--- src/rtl/btn_sel_ctrl_pkg.sv ---
// Shared constants and types for the button select controller.
// Holds the default debounce length, the 2-bit select code type and the
// bit position of each button within the 5-bit button/output vector.
package btn_pkg;

  // 10 ms at 100 MHz
  localparam int unsigned DEBOUNCE_DEFAULT = 1_000_000;

  localparam int N_BTN = 5;

  // Bit index of each button within the 5-bit vector
  localparam int BTN_L = 0;
  localparam int BTN_U = 1;
  localparam int BTN_D = 2;
  localparam int BTN_R = 3;
  localparam int BTN_C = 4;

  typedef logic [1:0] sel_code_t;

endpackage

--- src/rtl/btn_sel_ctrl_debounce.sv ---
// One push-button channel: two-flop synchroniser, consecutive-cycle debounce
// counter and stable level register. 'rise' is high during the cycle whose
// clock edge flips the stable level from 0 to 1, so a consumer register
// updated on 'rise' changes on the same edge as 'level'.
module btn_debounce
  import btn_pkg::*;
#(
  parameter int unsigned DEBOUNCE_CYCLES = DEBOUNCE_DEFAULT
) (
  input  logic clk,
  input  logic rst,
  input  logic btn_raw,
  output logic level,
  output logic rise
);

  localparam int CNT_W = (DEBOUNCE_CYCLES > 1) ? $clog2(DEBOUNCE_CYCLES) : 1;
  localparam logic [CNT_W-1:0] CNT_LAST = CNT_W'(DEBOUNCE_CYCLES - 1);

  logic [1:0]       sync_q, sync_d;
  logic             stable_q, stable_d;
  logic [CNT_W-1:0] cnt_q, cnt_d;
  logic             sync;

  assign sync = sync_q[1];

  // Shift the raw button through the two synchroniser stages
  always_comb begin
    sync_d = {sync_q[0], btn_raw};
  end

  // Count consecutive disagreeing cycles; flip stable on the terminal count
  always_comb begin
    stable_d = stable_q;
    cnt_d    = '0;
    if (sync == stable_q) begin
      cnt_d = '0;
    end else if (cnt_q == CNT_LAST) begin
      stable_d = sync;
      cnt_d    = '0;
    end else begin
      cnt_d = cnt_q + CNT_W'(1);
    end
  end

  // Channel state registers, cleared immediately by reset
  always_ff @(posedge clk or posedge rst) begin
    if (rst) begin
      sync_q   <= '0;
      stable_q <= 1'b0;
      cnt_q    <= '0;
    end else begin
      sync_q   <= sync_d;
      stable_q <= stable_d;
      cnt_q    <= cnt_d;
    end
  end

  assign level = stable_q;
  assign rise  = stable_d & ~stable_q;

endmodule

--- src/rtl/btn_sel_ctrl.sv ---
// Button select controller: debounces the five raw buttons and drives the
// datapath selects mux_sel={U,L}, demux_sel={R,D} and enable=C, plus a
// one-cycle sel_change pulse after any of them changes.
// Build option: define BTN_TOGGLE_EN for toggle mode, where each output bit
// inverts on its button's press and ignores releases.
module btn_sel_ctrl
  import btn_pkg::*;
#(
  parameter int unsigned DEBOUNCE_CYCLES = DEBOUNCE_DEFAULT
) (
  input  logic      clk,
  input  logic      rst,
  input  logic      btnL,
  input  logic      btnU,
  input  logic      btnD,
  input  logic      btnR,
  input  logic      btnC,
  output sel_code_t mux_sel,
  output sel_code_t demux_sel,
  output logic      enable,
  output logic      sel_change
);

  logic [N_BTN-1:0] btn_raw;
  logic [N_BTN-1:0] level;
  logic [N_BTN-1:0] rise;
  logic [N_BTN-1:0] out_vec;
  logic [N_BTN-1:0] prev_q, prev_d;
  logic             sel_change_q, sel_change_d;

  assign btn_raw[BTN_L] = btnL;
  assign btn_raw[BTN_U] = btnU;
  assign btn_raw[BTN_D] = btnD;
  assign btn_raw[BTN_R] = btnR;
  assign btn_raw[BTN_C] = btnC;

  for (genvar i = 0; i < N_BTN; i++) begin : g_ch
    btn_debounce #(
      .DEBOUNCE_CYCLES (DEBOUNCE_CYCLES)
    ) u_deb (
      .clk     (clk),
      .rst     (rst),
      .btn_raw (btn_raw[i]),
      .level   (level[i]),
      .rise    (rise[i])
    );
  end

`ifdef BTN_TOGGLE_EN
  logic [N_BTN-1:0] tog_q, tog_d;
  logic             unused_level;

  // Invert each latched bit on its channel's press; releases are ignored
  always_comb begin
    tog_d = tog_q ^ rise;
  end

  // Toggle state registers
  always_ff @(posedge clk or posedge rst) begin
    if (rst) begin
      tog_q <= '0;
    end else begin
      tog_q <= tog_d;
    end
  end

  assign out_vec      = tog_q;
  assign unused_level = ^level;
`else
  logic unused_rise;

  // Level mode: outputs follow the stable registers directly
  assign out_vec     = level;
  assign unused_rise = ^rise;
`endif

  // Compare the output vector with last cycle's copy; one pulse per change edge
  always_comb begin
    prev_d       = out_vec;
    sel_change_d = (out_vec != prev_q);
  end

  // Change detector registers
  always_ff @(posedge clk or posedge rst) begin
    if (rst) begin
      prev_q       <= '0;
      sel_change_q <= 1'b0;
    end else begin
      prev_q       <= prev_d;
      sel_change_q <= sel_change_d;
    end
  end

  assign mux_sel    = {out_vec[BTN_U], out_vec[BTN_L]};
  assign demux_sel  = {out_vec[BTN_R], out_vec[BTN_D]};
  assign enable     = out_vec[BTN_C];
  assign sel_change = sel_change_q;

endmodule

--- config.mk ---
export PLATFORM = sky130hd
export DESIGN_NAME = btn_sel_ctrl
export DESIGN_NICKNAME = d
export VERILOG_FILES = /design/src/rtl/btn_sel_ctrl_pkg.sv /design/src/rtl/btn_sel_ctrl_debounce.sv /design/src/rtl/btn_sel_ctrl.sv
export SDC_FILE = /design/constraint.sdc
export NUM_CORES = 1
export LEC_CHECK = 0
export CORE_MARGIN = 3
export CORE_UTILIZATION = 45
export CTS_BUF_LIST = sky130_fd_sc_hd__clkbuf_8 sky130_fd_sc_hd__clkbuf_16
export DETAILED_ROUTE_END_ITERATION = 8
export DONT_BUFFER_PORTS = 1
export SLEW_MARGIN = 20
export SYNTH_ARGS = -nofsm -noshare
export SYNTH_HDL_FRONTEND = slang
export SYNTH_HIERARCHICAL = 1
export SYNTH_SLANG_ARGS = --single-unit
--- constraint.sdc ---
create_clock -name clk -period 2.6 [get_ports clk]
set_input_delay 0.52 -clock clk [delete_from_list [all_inputs] [get_ports clk]]
set_output_delay 0.52 -clock clk [all_outputs]
set_load 0.05 [all_outputs]
**After elaboration in Yosys (flattened, before gate mapping)**

Cells that the tools add are included.

- Register bits: 121
- Input port bits: 7
- Output and inout bits: 6
- Logic and storage cells: 53

- Add/subtract/negate cells: 5
- Eq/ne operators: 11
- Muxes and demuxes: 10
- Bitwise gates (word level): 5
- Reductions and logical operators: 5

Operators with widths:

| cell | number |
|---|---|
| 2-to-1 mux 20 bit | 10 |
| adder 20 x 1 -> 20 bit (second input constant) | 5 |
| equality test 20 bit (second input constant) | 5 |
| AND reduction 2 bit | 5 |
| equality test 1 bit | 5 |
| inequality test 5 bit | 1 |
| NOT 1 bit | 5 |

**Depth between registers and ports, before layout**

- Depth in word-level cells: 3
- Mapped depth: 5
- Gate-level depth less buffers: 5

**Cells and area by module**

The synthesis kept the hierarchy.

By module, submodules not included:

| module | times used | cells each | area each (um2) | sequential area each (um2) |
|---|---|---|---|---|
| btn_debounce | 5 | 107 | 1,163.6 | 575.6 |
| btn_sel_ctrl | 1 | 14 | 207.7 | 150.1 |

**Worst setup path before layout**

Ideal clock, no wire load.

- Path type: register to register
- Start: register g_ch[0].u_deb.cnt_q[10]
- End: register g_ch[0].u_deb.stable_q
- Setup time: 125 ps
- Arrival time: 1,668 ps
- Data required time: 2,475 ps
- Setup slack: 807 ps
- Stages on the path, launching flop included: 5
- Path buffers: 0
- Clock period less this slack: 1,793 ps
- Cell sequence: dfrtp_1 -> nor4_2 -> nand4_2 -> or4_4 -> mux2_4

- Longest elaborated chain between the ends: 2

Ends and longest elaborated chain:

| element | line | text |
|---|---|---|
| from (decl) | btn_sel_ctrl_debounce.sv:22 | `logic [CNT_W-1:0] cnt_q, cnt_d;` |
| from (signal assigned) | btn_sel_ctrl_debounce.sv:55 | `cnt_q <= cnt_d;` |
| equality test 20 bit | btn_sel_ctrl_debounce.sv:38 | `end else if (cnt_q == CNT_LAST) begin` |
| AND reduction 2 bit (no line) | n/a |  |
| to (signal assigned) | btn_sel_ctrl_debounce.sv:54 | `stable_q <= stable_d;` |
| to (decl) | btn_sel_ctrl_debounce.sv:21 | `logic stable_q, stable_d;` |

Every way passes these cells.
A chain may end at the register's enable or synchronous reset.

**Final worst setup path**

- Start: register g_ch[4].u_deb.cnt_q[0]
- End: register g_ch[4].u_deb.cnt_q[18]

- Longest elaborated chain between the ends: 3
- Elaborated cells on any way between the ends: 4
- Those cells by class: add/sub (1); eq/ne (1); mux (2)

Ends and longest elaborated chain:

| element | line | text |
|---|---|---|
| from (decl) | btn_sel_ctrl_debounce.sv:22 |  |
| from (signal assigned) | btn_sel_ctrl_debounce.sv:55 |  |
| adder 20 x 1 -> 20 bit / equality test 20 bit (equally long branches) | btn_sel_ctrl_debounce.sv:42, btn_sel_ctrl_debounce.sv:38 |  |
| 2-to-1 mux 20 bit (*) | btn_sel_ctrl_debounce.sv:38 |  |
| 2-to-1 mux 20 bit (*) | btn_sel_ctrl_debounce.sv:36 | `if (sync == stable_q) begin` |
| net g_ch[4].u_deb.cnt_d[18] | btn_sel_ctrl_debounce.sv:22 |  |

The timed path passes the listed nets; every way through them passes the cells marked *.

==> impl_metrics.toml <==
[routing]
antenna_left = 0
wl_met1_um = 5630
num_vias = 4114
drtIter0Drc = 217
wl_met2_um = 5340
remaining_drc_errors = 0
viasPerCell = 5.46
wl_met3_um = 321
dr.max_layer_used = "met4"
first_pass_iters = 4
wl_um = 11400
wl_per_cell_um = 15.1

[power_and_ir_drop]
switching_share_pct = 19.7
combPwrFrac_pct = 2.4
internal-power_uw = 3790
pwr-share-seq_pct = 41.0
clockPowerShare_pct = 56.6
ir_drop_mv = 0.714
leakage_uw = 0.00291
p_per_area_mw_per_mm2 = 681
power_uw = 4720
switching_power_uw = 931

[worst_setup_path]
worstPathArrival_ns = 2.25
worstReg2RegStart = "g_ch[4].u_deb/cnt_q[0]"
cp.required_ns = 2.89
ff2ff_setup_slack_ns = 0.64
end_kind = "register"
path_class = "register to register"
path_max_fanout = 6
reg2reg_to = "g_ch[4].u_deb/cnt_q[18]"
reg2regPathDepth = 5
cp-start-kind = "register"

[final_layout]
drive_gt1_share_pct = 15.5
n_antenna_cell = 0
seqCellArea_mm2 = 0.00303
syn2layout_area_growth_pct = 15.7
fin_nets = 581
n_fill_cell = 1131
multiInputGateArea_mm2 = 0.00286

[grt]
overflow = 0
grt_pass1_wl_um = 20000
grt_pass1_vias = 4086
grt_usage_pct = 17.1
grt_antenna_before_repair = 0
grt_max_degree = 24

[hold_path]
worstHoldStart = "btnR"
hp-class = "input port to register"
whs_path_depth = 0
min_to = "g_ch[3].u_deb/sync_q[0]"

[clock_network]
htree_levels = 4
clk_latency_ns = 0.40
cts_setup_buffers = 0
numCtsBuffers = 17
clock-root-buffer = "clkbuf_16"
clk_pin_slew_ns = 0.06
cts_sinks = 121
cts_tree = "yes"
max-clock-path-buffers = 2
cts_resized = 0

[timing]
holdWs_ns = 0.141
min_period_over_period_pct = 75.5
setup_ws_ns = 0.636
hold_viol_final = 0
setup_tns_ns = 0
period_needed_ns = 1.96
maxSlewViolCount = 0
rsz0062_at_grt = "no"
skew_ns = 0.00441
relSlewSlack_pct = 39.8
worst_pin_slew_ns = 0.902
finalSetupViolCount = 0
fmax_ghz = 0.509

[floorplan]
core_mm2 = 0.0128
die_w_um = 121
die-area_mm2 = 0.0147
die_h_um = 121
num_rows = 41
ios = 13
initial_core_util_pct = 46.7

[logic_synthesis]
yosysWarnings = 6
syn_area_mm2 = 0.00599
syn-num-nets = 556
avgSynthCellArea_um2 = 11.0
postSynthCellCount = 544

[status]
outcome = "finished clean"

[place]
port_buffers = 0
hpwl_um = 7740
gp_congestion = 0.796
pre_cts_slack_ns = 0.617

[job]
maxCapViolCount = 0
[how the worst max path moves through the flow]
stage,from,end,slack [ns],cells after the start
after floorplan,g_ch[0].u_deb/cnt_q[10],g_ch[0].u_deb/level,0.82,4
after global placement,g_ch[1].u_deb/cnt_q[10],g_ch[1].u_deb/cnt_q[9],0.71,5
after detailed placement,g_ch[4].u_deb/cnt_q[0],g_ch[4].u_deb/cnt_q[18],0.62,5
after CTS,g_ch[4].u_deb/cnt_q[0],g_ch[4].u_deb/cnt_q[18],0.60,5
after global routing,g_ch[4].u_deb/cnt_q[0],g_ch[4].u_deb/cnt_q[18],0.48,5
final,g_ch[4].u_deb/cnt_q[0],g_ch[4].u_deb/cnt_q[18],0.64,5
[cell usage in the layout (no fill, tap or decap), types with 5 or more instances in the layout]
master       n
a21oi_1     25
and3_1      15
and4_1      10
buf_4       10
bufinv_16    6
clkbuf_16   17
dfrtp_1    121
ha_1         5
inv_1       18
mux2_4       5
mux2i_1      5
nand2_1     30
nand3_1     26
nand3_2     10
nand4_1     10
nand4_2     10
nand4bb_1    5
nor2_1      80
nor3_1      11
nor4_1       5
nor4_2      10
nor4bb_1     5
o21ai_0      5
o31ai_1     15
o41ai_4      5
or2_1        5
or3_1        5
or3_4        5
or4_1       15
or4_4        5
xnor2_1     37
xor2_1      38
[metrics by stage]
step | instances | utilization, % | cell area [um2]
2_1_floorplan | 544 | - | 5990
3_3_place_gp | 721 | 48.7 | 6240
3_5_place_dp | 721 | 48.7 | 6240
4_1_cts | 754 | 54.0 | 6930
5_1_grt | 754 | 54.0 | 6930
6_report | 754 | 54.0 | 6930
[layout make-up]
class | instances | area share, %
clock buffer | 19 | 6.54
clock inverter | 13 | 3.25
inverter | 16 | 0.867
multi-input combinational | 402 | 41.3
sequential | 121 | 43.7
tap | 172 | 3.11
timing repair buffer | 11 | 1.23
[registers in the layout, indices dropped and copies added, names as in the netlist]
signal / flops
g_ch.u_deb/cnt_q: 100
g_ch.u_deb/sync_q: 10
g_ch.u_deb/level: 5
prev_q: 5
sel_change: 1
[power groups by stage]
stage               logic, uW  clock network (uW)  registers, uW
floorplan                88.7                   0           1960
global placement          113                   0           1970
detailed placement        116                   0           1970
CTS                       118                2730           1940
global route              133                2810           1940
finish                    113                2670           1940
[critical path: stages (launching register included)]
cell	delay [ns]
dfrtp_1	0.38
ha_1	0.26
nand4_1	0.31
nor4_2	0.45
mux2i_1	0.13
nor4bb_1	0.33
[layer usage]
layer  GRT usage, %  vias up
li1               -     2013
met1           24.3     2058
met2           25.3       36
met3           5.27        7
met4           4.76        0
met5              0        -
[what timing repair did]
action / 4_1_cts / 5_1_grt
hold buffers: 1 / 0
endpoints found under the hold margin: 6 / 0
setup endpoints to repair: 0 / 0
Power figures use the tool's default switching activity.
